## src/rtl/ttl_counter_pkg.sv

```systemverilog
// Shared encodings and helpers for the cascaded TTL-style counter.
package ttl_counter_pkg;

  typedef enum logic [1:0] {
    MODE_FREE    = 2'd0,
    MODE_ONESHOT = 2'd1,
    MODE_RELOAD  = 2'd2
  } mode_e;

  typedef enum logic {
    ST_RUN  = 1'b0,
    ST_DONE = 1'b1
  } os_state_e;

  // Saturate a load value into the legal per-stage range 0..modulus-1.
  function automatic int unsigned clamp_to_modulus(input int unsigned value,
                                                   input int unsigned modulus);
    return (value >= modulus) ? modulus - 1 : value;
  endfunction

endpackage

```

## src/rtl/ttl_counter_stage.sv

```systemverilog
// One modulo-MODULUS digit: up/down step, parallel load with clamping, and
// a reload select that swaps the natural wrap for the (clamped) load value.
module ttl_counter_stage
  import ttl_counter_pkg::*;
#(
  parameter int unsigned WIDTH   = 4,
  parameter int unsigned MODULUS = 16
) (
  input  logic             clk,
  input  logic             reset,
  input  logic             up,
  input  logic             en,
  input  logic             load,
  input  logic             reload,
  input  logic [WIDTH-1:0] d,
  output logic [WIDTH-1:0] q,
  output logic             tc
);

  localparam logic [WIDTH-1:0] TOP = WIDTH'(MODULUS - 1);

  logic [WIDTH-1:0] d_clamped;

  assign d_clamped = WIDTH'(clamp_to_modulus(32'(d), MODULUS));

  always_ff @(posedge clk) begin
    if (reset) begin
      q <= '0;
    end else if (load || (en && reload)) begin
      q <= d_clamped;
    end else if (en) begin
      if (up) q <= (q == TOP) ? '0 : q + WIDTH'(1);
      else    q <= (q == '0) ? TOP : q - WIDTH'(1);
    end
  end

  assign tc = up ? (q == TOP) : (q == '0);

endmodule

```

## src/rtl/ttl_cascade_counter.sv

```systemverilog
// Cascaded synchronous counter: STAGES digits of WIDTH bits modulo MODULUS,
// with FREE / ONESHOT / RELOAD run modes. TTL_CASCADE_CAPTURE_EN adds Capture/Q_cap.
module ttl_cascade_counter
  import ttl_counter_pkg::*;
#(
  parameter int unsigned WIDTH      = 4,
  parameter int unsigned STAGES     = 2,
  parameter int unsigned MODULUS    = 16,
  parameter int          DELAY_RISE = 0,
  parameter int          DELAY_FALL = 0
) (
  input  logic                      Clk,
  input  logic                      Reset,
  input  logic                      Load_bar,
  input  logic                      ENT,
  input  logic                      ENP,
  input  logic                      Up,
  input  logic [1:0]                Mode,
  input  logic [WIDTH*STAGES-1:0]   D,
`ifdef TTL_CASCADE_CAPTURE_EN
  input  logic                      Capture,
  output logic [WIDTH*STAGES-1:0]   Q_cap,
`endif
  output logic [WIDTH*STAGES-1:0]   Q,
  output logic [STAGES-1:0]         Stage_RCO,
  output logic                      RCO,
  output logic                      Done
);

  // Delay parameters exist for drop-in compatibility with the discrete models;
  // they carry no timing in this implementation.
  if (STAGES < 1 || STAGES > 8 || MODULUS < 2 || MODULUS > (1 << WIDTH) ||
      DELAY_RISE < 0 || DELAY_FALL < 0) begin : g_param_check
    $error("ttl_cascade_counter: illegal parameter set");
  end

  logic [STAGES-1:0] tc;
  logic [STAGES-1:0] chain;
  logic [STAGES-1:0] step;
  os_state_e         state_q, state_d;
  logic              done_q, done_d;
  logic              is_oneshot, is_reload;
  logic              cnt, chain_event, reload_sel;

  assign is_oneshot  = (Mode == MODE_ONESHOT);
  assign is_reload   = (Mode == MODE_RELOAD);
  assign cnt         = ENT & ENP & Load_bar & ~(is_oneshot & (state_q == ST_DONE));
  assign chain_event = cnt & RCO;
  assign reload_sel  = chain_event & is_reload;

  // Running AND of terminal flags from stage 0 upward.
  always_comb begin
    logic acc;
    acc   = 1'b1;
    chain = '0;
    for (int unsigned k = 0; k < STAGES; k++) begin
      acc      = acc & tc[k];
      chain[k] = acc;
    end
  end

  // A stage steps when all lower stages are terminal; ONESHOT freezes at terminal.
  always_comb begin
    step = '0;
    for (int unsigned k = 0; k < STAGES; k++) begin
      step[k] = cnt & ((k == 0) ? 1'b1 : chain[k-1]) & ~(chain_event & is_oneshot);
    end
  end

  assign Stage_RCO = {STAGES{ENT}} & chain;
  assign RCO       = Stage_RCO[STAGES-1];

  for (genvar k = 0; k < STAGES; k++) begin : g_stage
    ttl_counter_stage #(
      .WIDTH   (WIDTH),
      .MODULUS (MODULUS)
    ) u_stage (
      .clk    (Clk),
      .reset  (Reset),
      .up     (Up),
      .en     (step[k]),
      .load   (~Load_bar),
      .reload (reload_sel),
      .d      (D[k*WIDTH +: WIDTH]),
      .q      (Q[k*WIDTH +: WIDTH]),
      .tc     (tc[k])
    );
  end

  always_ff @(posedge Clk) begin
    if (Reset) begin
      state_q <= ST_RUN;
      done_q  <= 1'b0;
    end else begin
      state_q <= state_d;
      done_q  <= done_d;
    end
  end

  // Done pulses after a chain event; in ONESHOT it latches until load or mode change.
  always_comb begin
    state_d = state_q;
    done_d  = 1'b0;
    if (!Load_bar) begin
      state_d = ST_RUN;
    end else if (chain_event) begin
      done_d  = 1'b1;
      state_d = is_oneshot ? ST_DONE : ST_RUN;
    end else if (state_q == ST_DONE) begin
      if (is_oneshot) done_d = 1'b1;
      else            state_d = ST_RUN;
    end
  end

  assign Done = done_q;

`ifdef TTL_CASCADE_CAPTURE_EN
  always_ff @(posedge Clk) begin
    if (Reset)        Q_cap <= '0;
    else if (Capture) Q_cap <= Q;
  end
`endif

endmodule

```

## config.mk

```make
export PLATFORM = sky130hd
export DESIGN_NAME = ttl_cascade_counter
export DESIGN_NICKNAME = d
export VERILOG_FILES = /design/src/rtl/ttl_counter_pkg.sv /design/src/rtl/ttl_counter_stage.sv /design/src/rtl/ttl_cascade_counter.sv
export SDC_FILE = /design/constraint.sdc
export NUM_CORES = 1
export LEC_CHECK = 0
export CORE_MARGIN = 3
export CORE_UTILIZATION = 60
export CTS_CLUSTER_DIAMETER = 50
export DETAILED_ROUTE_END_ITERATION = 7
export DONT_BUFFER_PORTS = 1
export PLACE_DENSITY_LB_ADDON = 0.1
export SETUP_SLACK_MARGIN = 0.15
export SLEW_MARGIN = 20
export SYNTH_ARGS = -nofsm -noshare
export SYNTH_HDL_FRONTEND = slang
export SYNTH_HIERARCHICAL = 1
export SYNTH_SLANG_ARGS = --single-unit
```

## constraint.sdc

```tcl
create_clock -name Clk -period 4.38 [get_ports Clk]
set_input_delay 0.219 -clock Clk [delete_from_list [all_inputs] [get_ports Clk]]
set_output_delay 0.219 -clock Clk [all_outputs]
set_load 0.05 [all_outputs]
```

; ---- After elaboration in Yosys (flattened, before gate mapping)
; Cells that the tools add are included.
[word_totals]
ff_bits = 10
wordCells = 52
[classes]
add_sub_neg = 4
eq_ne = 4
muxes = 16
bitwise_logic = 15
n_reduce_logical = 9
[ops]
columns = operator, count
row1 = 4-bit two-way mux, 10
row2 = 1-bit AND, 11
row3 = 4-bit by 1-bit adder with 4-bit output (second input constant), 2
row4 = 4-bit equality test (second input constant), 2
row5 = 4-bit zero test, 2
row6 = 4-bit by 1-bit subtractor with 4-bit output (second input constant), 2
row7 = 1-bit two-way mux, 6
row8 = 2-bit nonzero test, 2
row9 = 1-bit NOT, 3
row10 = 2-bit AND, 1
row11 = 2-bit by 1-bit equality test with 1-bit output (second input constant), 1
row12 = 2-bit equality test (second input constant), 1
row13 = 1-bit logical AND, 2
row14 = 1-bit logical OR, 2
row15 = 2-bit OR reduction, 1

; ---- Longest topological paths before layout
; Gate-level depths: netlist of the first run.
[logic_depth]
word_depth = 11
ltp_mapped = 10
depth_no_buf = 10

; ---- Cells and area by module
; Netlist of the first run, hierarchy kept.
[by_module_without_submodules]
columns = module, instances, cells_each, area_per_inst_um2, seq_area_each_um2
row1 = ttl_counter_stage, 2, 40, 322.8, 80.1
row2 = ttl_cascade_counter, 1, 19, 157.7, 40.0

; ---- Worst setup path after synthesis of the first run
; OpenSTA, ideal clock, no wires.
[synth_timing]
path_kind = reg-to-reg
from = reg g_stage[0].u_stage.q[0]
to = reg g_stage[1].u_stage.q[2]
setup_ns = 0.086
arrival_ns = 2.661
path_slack_ns = 1.633
path_stages_with_launch = 10
path_buffers = 0
synth_period_minus_slack_ns = 2.747
path_cell_list = dfxtp_1 -> inv_1 -> ha_1 -> or4b_4 -> nand2_1 -> and2_1 -> o2111a_1 -> nand2_1 -> xor2_1 -> a211oi_1
[synth_between]
elab_chain_cells = 11
[synth_lines]
columns = element, line_no
row1 = "start, declared", ttl_counter_stage.sv:16  ; output logic [WIDTH-1:0] q,
row2 = "start signal, assigned", ttl_counter_stage.sv:30  ; q <= d_clamped;
row3 = "start signal, assigned", ttl_counter_stage.sv:32  ; if (up) q <= (q == TOP) ? '0 : q + WIDTH'(1);
row4 = "start signal, assigned", ttl_counter_stage.sv:33  ; else q <= (q == '0) ? TOP : q - WIDTH'(1);
row5 = 4-bit equality test or 4-bit zero test (tied branches), ttl_counter_stage.sv:37  ; assign tc = up ? (q == TOP) : (q == '0);
row6 = 1-bit two-way mux *, ttl_counter_stage.sv:37
row7 = net chain[0], ttl_cascade_counter.sv:38  ; logic [STAGES-1:0] chain;
row8 = 1-bit AND, ttl_cascade_counter.sv:57  ; acc = acc & tc[k];
row9 = 2-bit AND, ttl_cascade_counter.sv:70  ; assign Stage_RCO = {STAGES{ENT}} & chain;
row10 = 1-bit AND, ttl_cascade_counter.sv:48  ; assign chain_event = cnt & RCO;
row11 = 1-bit AND, ttl_cascade_counter.sv:66  ; step[k] = cnt & ((k == 0) ? 1'b1 : chain[k-1]) & ~(chain_event & is_oneshot);
row12 = 1-bit NOT, ttl_cascade_counter.sv:66
row13 = 1-bit AND *, ttl_cascade_counter.sv:66
row14 = net step[1], ttl_cascade_counter.sv:39  ; logic [STAGES-1:0] step;
row15 = 1-bit logical AND, ttl_counter_stage.sv:29  ; end else if (load || (en && reload)) begin
row16 = 1-bit logical OR, ttl_counter_stage.sv:29
row17 = 4-bit two-way mux or 2-bit nonzero test (tied branches), --
row18 = "end signal, assigned", ttl_counter_stage.sv:30
row19 = "end signal, assigned", ttl_counter_stage.sv:32
row20 = "end signal, assigned", ttl_counter_stage.sv:33
row21 = "end, declared", ttl_counter_stage.sv:16
; Mark *: on every way through the listed nets, which the timed path passes. The rest lies on a longest branch.
; A chain may end at the register's enable or synchronous reset.

; ---- Worst setup path after layout of the first run
; Ends and elaborated chain as after synthesis.

==> results of run 1 <==
-- critical path: cells and delay by family (launching register included) --
kind / cells / cell delay (ns)
buffers and inverters: 1 / 0.16
and+or+nand+nor: 4 / 1.20
xor gates and xnor gates: 1 / 0.15
AOI/OAI and AO/OA: 2 / 0.69
adders and majority gates: 1 / 0.18
DFF: 1 / 0.54
-- state kept, by name (all words and copies together), names as in the netlist --
name	count
g_stage.u_stage/q	8
Done	1
state_q	1
-- through the flow --
| step | util | area, um2 | instances | hold slack [ns] | setup WS, ns |
|---|---|---|---|---|---|
| floorplan | - | 803 | 99 | 0.288 | 1.63 |
| global placement | 0.692 | 821 | 113 | 0.291 | 1.51 |
| detailed placement | 0.692 | 821 | 113 | 0.293 | 1.42 |
| CTS | 0.723 | 857 | 117 | 0.00190 | 1.40 |
| global route | 0.731 | 867 | 118 | 0.0000792 | 1.23 |
| finish | 0.731 | 867 | 118 | 0.000990 | 1.38 |
-- routing by layer --
| metal | global-route usage | wire length [um] | vias up |
|---|---|---|---|
| met4 | 0.0870 | 31 | 0 |
| met3 | 0.0858 | 167 | 4 |
| met2 | 0.347 | 791 | 34 |
| met5 | 0 | 0 | - |
| met1 | 0.265 | 776 | 341 |
| li1 | - | - | 384 |
-- final cells by class --
cell class / count / area [um2]
Multi-Input combinational cell: 82 / 573
Fill cell: 106 / 319
Sequential cell: 10 / 200
Clock buffer: 4 / 36.3
Inverter: 6 / 22.5
Timing Repair Buffer: 2 / 17.5
Tap cell: 14 / 17.5
-- where the power goes --
| part | internal, mW | total, mW | switching, mW |
|---|---|---|---|
| clock network | 0.0507 | 0.0882 | 0.0375 |
| logic | 0.0249 | 0.0496 | 0.0247 |
| registers | 0.0963 | 0.127 | 0.0304 |
-- path summary, 6_finish.rpt --
check	startpoint	end	slack (ns)
hold reg to reg	state_q	state_q	0.53
setup / recovery	g_stage[0].u_stage/q[0]	g_stage[1].u_stage/q[2]	1.38
hold / removal	Reset	g_stage[1].u_stage/q[1]	0.001
setup reg to reg	g_stage[0].u_stage/q[0]	g_stage[1].u_stage/q[2]	1.38
-- cell families (layout without fill, tap and decap cells) --
kind of cell,Yosys count,after routing,synth area share
mux,4,4,0.0530
flops,10,10,0.249
fa+ha+maj,4,4,0.0623
simple gates,43,43,0.305
buf+inv,7,12,0.0374
compound gates,27,27,0.249
xor+xnor,4,4,0.0436
-- cell usage in the layout, fill, tap and decap left out, types with 4 or more instances in the layout --
cell type / Yosys / final
a21oi_1: 6 / 6
a211oi_1: 4 / 4
o21ai_0: 4 / 4
nor2_1: 9 / 9
ha_1: 4 / 4
nand2_1: 8 / 8
nand2b_1: 4 / 4
inv_1: 6 / 6
nor3_1: 4 / 4
nand4_1: 5 / 5
dfxtp_1: 10 / 10
==> metrics.md, run 1 <==
| Metric | Value |
|---|---|
| Synthesized flop and latch total | 10 |
| Ys async rst share | 0 |
| Status | finished, final reports clean |
| Most frequent cell after synthesis | dfxtp_1 |
| Initial Util | 0.677 |
| CP max stage cell | dfxtp_1 |
| Antenna violations before repair | 0 |
| Final setup fails | 0 |
| Fin nets | 125 |
| WS Path Type | register to register |
| CP required | 4.58 ns |
| Final Skew | 0.00258 ns |
| 1st-pass router iterations | 4 |
| Largest area contributor in the netlist | dfxtp_1 |
| Drt first-iter violations | 22 |
| Crit end category | register |
| # H-tree levels | 1 |
| Syn_nets | 119 |
| Detailed Place HPWL | 1.29 mm |
| Crit share post-route | 0.686 |
| WL/cell | 15.0 um |
| CTS root buf | clkbuf_4 |
| Area delta synth->final | 7.94% |
| Post-layout minimum cycle time | 3.00 ns |
| Register area share after synthesis | 0.249 |
| I/O Buffers | 0 |
| R2R depth | 9 |
| DRC Markers | 0 |
| Avg Cell Area, Syn | 8.11 um2 |
| Yosys Warn Count | 6 |
| Number of routed nets with antenna violations | 0 |
| Slew headroom | 0.526 |
| Slew Limit Fails | 0 |
| Top post-synthesis cells by area | dfxtp_1 (25%), ha_1 (6.2%), nor2_1 (4.2%), nand4_1 (3.9%), a21oi_1 (3.7%) |
| RePlAce Congestion | 0.778 |
| Worst-Skew Late Latency | 0.28 ns |
| Clock-pin slew on the worst setup and hold paths | 0.07 ns |
| Antenna diodes | 0 |
| Layout cells sized above 1 | 0.154 |
| CTS tree | yes |
| Top Ports | 28 |
| Largest net degree at the start of global routing | 13 |
| RSZ-0062 raised after global routing | no |
| Class of the worst hold path | input port to register |
| Most instantiated cells after synthesis | dfxtp_1 (10), nor2_1 (9), nand2_1 (8), a21oi_1 (6), inv_1 (6) |
| Crit-path most repeated cell | nand2_1 |
| Max FO, Critical Path | 8 |
| Vias post-DR | 763 |
| Die height | 42.6 um |
| Core area | 1190 um2 |
| Row count | 12 |
| Vias per cell | 6.47 |
| Max Cap Viol | 0 |
| Post-CTS setup buffers | 0 |
| CTS buffer count | 3 |
| Overall global routing resource usage | 0.220 |
| Die area | 1810 um2 |
| CTS Buffer Depth | 2 |
| Library cells used by synthesis | 31 |
| EDFF count, synth | 0 |
| Synth top area share | 0.249 |
| DRT Wirelength | 1.77 mm |
| Peak VDD IR | 272 uV |
| Hold Path Stages | 1 |
| Slew at the pin closest to its max-slew limit | 0.710 ns |
| Top FF cell, synth | dfxtp_1 |
| Slowest cell delay on critical path | 0.54 ns |
| Final Power | 264 uW |
| # clock sinks | 10 |
| Nature of the critical path startpoint | register |
| First-pass GRT wire length | 3.05 mm |
| CTS Hold Buffers Added | 0 |
| Post-Syn Instances | 99 |
| Grt ovf | 0 |
| Cts repair resizes | 0 |
| Setup_tns | 0 ns |
| Worst Path Arrival | 3.20 ns |
| Synthesized cell area | 803 um2 |
| Leakage | 0.313 nW |
| F_max | 333 MHz |
| Vias in the first global route | 710 |
| Cells along the critical path | inv_1 > ha_1 > or4b_4 > nand2_1 > and2_1 > o2111a_1 > nand2_1 > xor2_1 > a211oi_1 |
| Power Density | 305 nW/um2 |
| Final Hold Viols | 0 |
| Die width | 42.6 um |
No activity file was read; power rests on OpenSTA's default activity.
==> run 2: changes to the inputs <==
--- a/config.mk
+++ b/config.mk
@@ -5,6 +5,7 @@
 export SDC_FILE = /design/constraint.sdc
 export NUM_CORES = 1
 export LEC_CHECK = 0
+export ABC_AREA = 1
 export CORE_MARGIN = 3
 export CORE_UTILIZATION = 60
 export CTS_CLUSTER_DIAMETER = 50
==> constraint.sdc (replaced) <==
create_clock -name Clk -period 2.77 [get_ports Clk]
set_input_delay 0.1385 -clock Clk [delete_from_list [all_inputs] [get_ports Clk]]
set_output_delay 0.1385 -clock Clk [all_outputs]
set_load 0.05 [all_outputs]
==> metrics.md, run 2 <==
| Metric | Value |
|---|---|
| Worst-Skew Late Latency | 0.27 ns (about the same) |
| Overall global routing resource usage | 0.248 (+0.0286) |
| Max reg flops | 8 (unchanged) |
| First-pass GRT wire length | 3.75 mm (+23%) |
| Critical path's top delay family | simple AND/OR/NAND/NOR gates |
| Slew Limit Fails | 0 (unchanged) |
| CP bufs+invs | 3 (+2) |
| Slowest cell delay on critical path | 0.55 ns (about the same) |
| Peak VDD IR | 397 uV (+46%) |
| Register area | 208 um2 (+3.7%) |
| EDFF count, synth | 0 (unchanged) |
| CTS root buf | clkbuf_4 |
| Clock-pin slew on the worst setup and hold paths | 0.07 ns (about the same) |
| Ys async rst share | 0 (unchanged) |
| Fillers | 112 (+5.7%) |
| Most instantiated cells after synthesis | nand2_1 (31), inv_1 (23), nand3_1 (16), dfxtp_1 (10), nand4_1 (8) |
| Register area share after synthesis | 0.214 (-0.0347) |
| Fin cells | 172 (+46%) |
| RSZ-0062 raised after global routing | no |
| Crit share post-route | 0.851 (+0.166) |
| Syn_nets | 165 (+39%) |
| Most frequent cell after synthesis | nand2_1 |
| Post-place setup slack | 0.498 ns (-0.919 ns) |
| Grt ovf | 0 (unchanged) |
| RePlAce Congestion | 0.895 (+15%) |
| Most common library cell in the layout ignoring fill and taps | nand2_1 |
| Slew headroom | 0.679 (+0.153) |
| Cells along the critical path | ha_1 > nand4_1 > nand2_1 > inv_1 > nor2_4 > nand4_2 > clkinv_1 > nor2_1 > a21oi_4 > nand2_2 > o21ai_0 > inv_1 > nand2_1 > a21oi_2 |
| Antenna violations before repair | 0 (unchanged) |
| Die width | 45.4 um (+6.7%) |
| Class of the worst hold path | input port to register |
| Vias per cell | 5.59 (-14%) |
| Most frequent cells in the layout | nand2_1 (31), inv_1 (23), nand3_1 (16), nand4_1 (8) |
| Yosys Warn Count | 6 (unchanged) |
| Synth top area share | 0.214 (-0.0347) |
| Top FF cell, synth | dfxtp_1 |
| Vias in the first global route | 947 (+33%) |
| Initial Util | 0.675 (-0.00210) |
| Status | finished, final reports clean |
| DRC Markers | 0 (unchanged) |
| F_max | 424 MHz (+27%) |
| Nature of the critical path startpoint | register |
| WL/cell | 13.2 um (-12%) |
| Synthesized flop and latch total | 10 (unchanged) |
| Max Cap Viol | 0 (unchanged) |
| Drt first-iter violations | 31 (+41%) |
| Number of routed nets with antenna violations | 0 (unchanged) |
| Worst Path Arrival | 2.50 ns (-0.70 ns) |
| Avg Cell Area, Syn | 6.44 um2 (-21%) |
| Crit end category | register |
| CTS buffer count | 3 (unchanged) |
| Die area | 2060 um2 (+14%) |
| Final Power | 462 uW (+75%) |
| Leakage | 0.500 nW (+60%) |
| CTS tree | yes |
| Top post-synthesis cells by area | dfxtp_1 (21%), nand2_1 (12%), inv_1 (9.2%), nand3_1 (8.6%), a21oi_2 (6.6%) |
| Fin nets | 178 (+42%) |
| # H-tree levels | 1 (unchanged) |
| Antenna diodes | 0 (unchanged) |
| Power Density | 435 nW/um2 (+43%) |
| Placed insts | 166 (+47%) |
| Area occupied by multi-input gates | 599 um2 (+4.6%) |
| Largest net degree at the start of global routing | 11 (-2) |
| 1st-pass router iterations | 4 (unchanged) |
| Core Util, Final | 0.767 (+0.0364) |
| Post-layout minimum cycle time | 2.36 ns (-0.645 ns) |
| Post-Syn Instances | 145 (+46%) |
| Setup_tns | 0 ns (unchanged) |
| Final setup fails | 0 (unchanged) |
| Core area | 1380 um2 (+17%) |
| Top Ports | 28 (unchanged) |
| Row count | 13 (+1) |
| Final Hold Viols | 0 (unchanged) |
| Largest register by flop count | g_stage.u_stage/q |
| CP max stage cell | dfxtp_2 |
| Synthesized cell area | 933 um2 (+16%) |
| Vias post-DR | 961 (+26%) |
| DRT Wirelength | 2.28 mm (+29%) |
| # clock sinks | 10 (unchanged) |
| Slew at the pin closest to its max-slew limit | 0.480 ns (-0.229 ns) |
| I/O Buffers | 0 (unchanged) |
| Max FO, Critical Path | 9 (+1) |
| Setup WS post-layout | 0.412 ns (-0.965 ns) |
| CTS Buffer Depth | 2 (unchanged) |
| WS Path Type | register to register |
| Detailed Place HPWL | 1.61 mm (+25%) |
| CP required | 2.91 ns (-1.67 ns) |
| Final Skew | 0.00275 ns (+0.000172 ns) |
| Library cells used by synthesis | 24 (-23%) |
| R2R setup slack | 0.41 ns (-0.96 ns) |
| Area delta synth->final | 13.7% |
| Layout cells sized above 1 | 0.255 (+0.101) |
| Largest area contributor in the netlist | dfxtp_1 |
| Die height | 45.4 um (+6.7%) |
## run 2: stage by stage
stage          hold slack, ns  cell area (um2)
2_1_floorplan           0.194              941
3_3_place_gp            0.197             1000
3_5_place_dp            0.197             1000
4_1_cts               0.00759             1060
5_1_grt               0.00958             1060
6_report               0.0192             1060
## run 2: logic make-up (layout without fill, tap and decap cells)
kind of cell    count (synthesis)  after routing  share of synthesized area
simple gates                   72             72                      0.383
fa+ha+maj                       4              4                     0.0536
buf+inv                        34             46                      0.143
compound gates                 21             21                      0.168
xor+xnor                        4              4                     0.0375
flops                          10             10                      0.214
## run 2: report_power, final
| group | leakage, nW | internal, mW | switching, mW |
|---|---|---|---|
| Clock | 0.0210 | 0.0798 | 0.0526 |
| Sequential | 0.0842 | 0.155 | 0.0301 |
| Combinational | 0.395 | 0.0492 | 0.0954 |
| Total | 0.500 | 0.284 | 0.178 |
## run 2: final timing paths
kind | startpoint | end | depth (start not counted)
max | g_stage[1].u_stage/q[1] | g_stage[0].u_stage/q[3] | 14
min | Load_bar | state_q | 2
max reg2reg | g_stage[1].u_stage/q[1] | g_stage[0].u_stage/q[3] | 14
min reg2reg | g_stage[0].u_stage/q[0] | g_stage[0].u_stage/q[0] | 3
## run 2: worst register-to-register path: cells and delay by family (launching register included)
| family | cells | cell delay (ns) |
|---|---|---|
| AND/OR/NAND/NOR | 7 | 0.80 |
| flip-flops | 1 | 0.55 |
| AO/OA/AOI/OAI | 3 | 0.41 |
| adder cells (fa/ha/maj) | 1 | 0.28 |
| buffers and inverters | 3 | 0.19 |
## run 2: routing by layer
metal / global-route usage / wire length [um]
met5: 0 / 0
met4: 0.123 / 52
met3: 0.0751 / 161
met2: 0.435 / 1090
met1: 0.266 / 966
## run 2: final cells by class
class,count,area share
inverters,33,0.119
clock buffers,4,0.0342
repair buffers,9,0.0684
flip-flops and latches,10,0.196
well taps,15,0.0177
multi-input cells,101,0.565
## run 2: timing repair
| action | CTS | global route |
|---|---|---|
| hold buffers | 2 | 0 |
| resized for setup | 0 | 0 |
| endpoints found under the hold margin | 7 | 0 |
| setup endpoints to repair | 0 | 0 |
| buffers inserted | 0 | 0 |
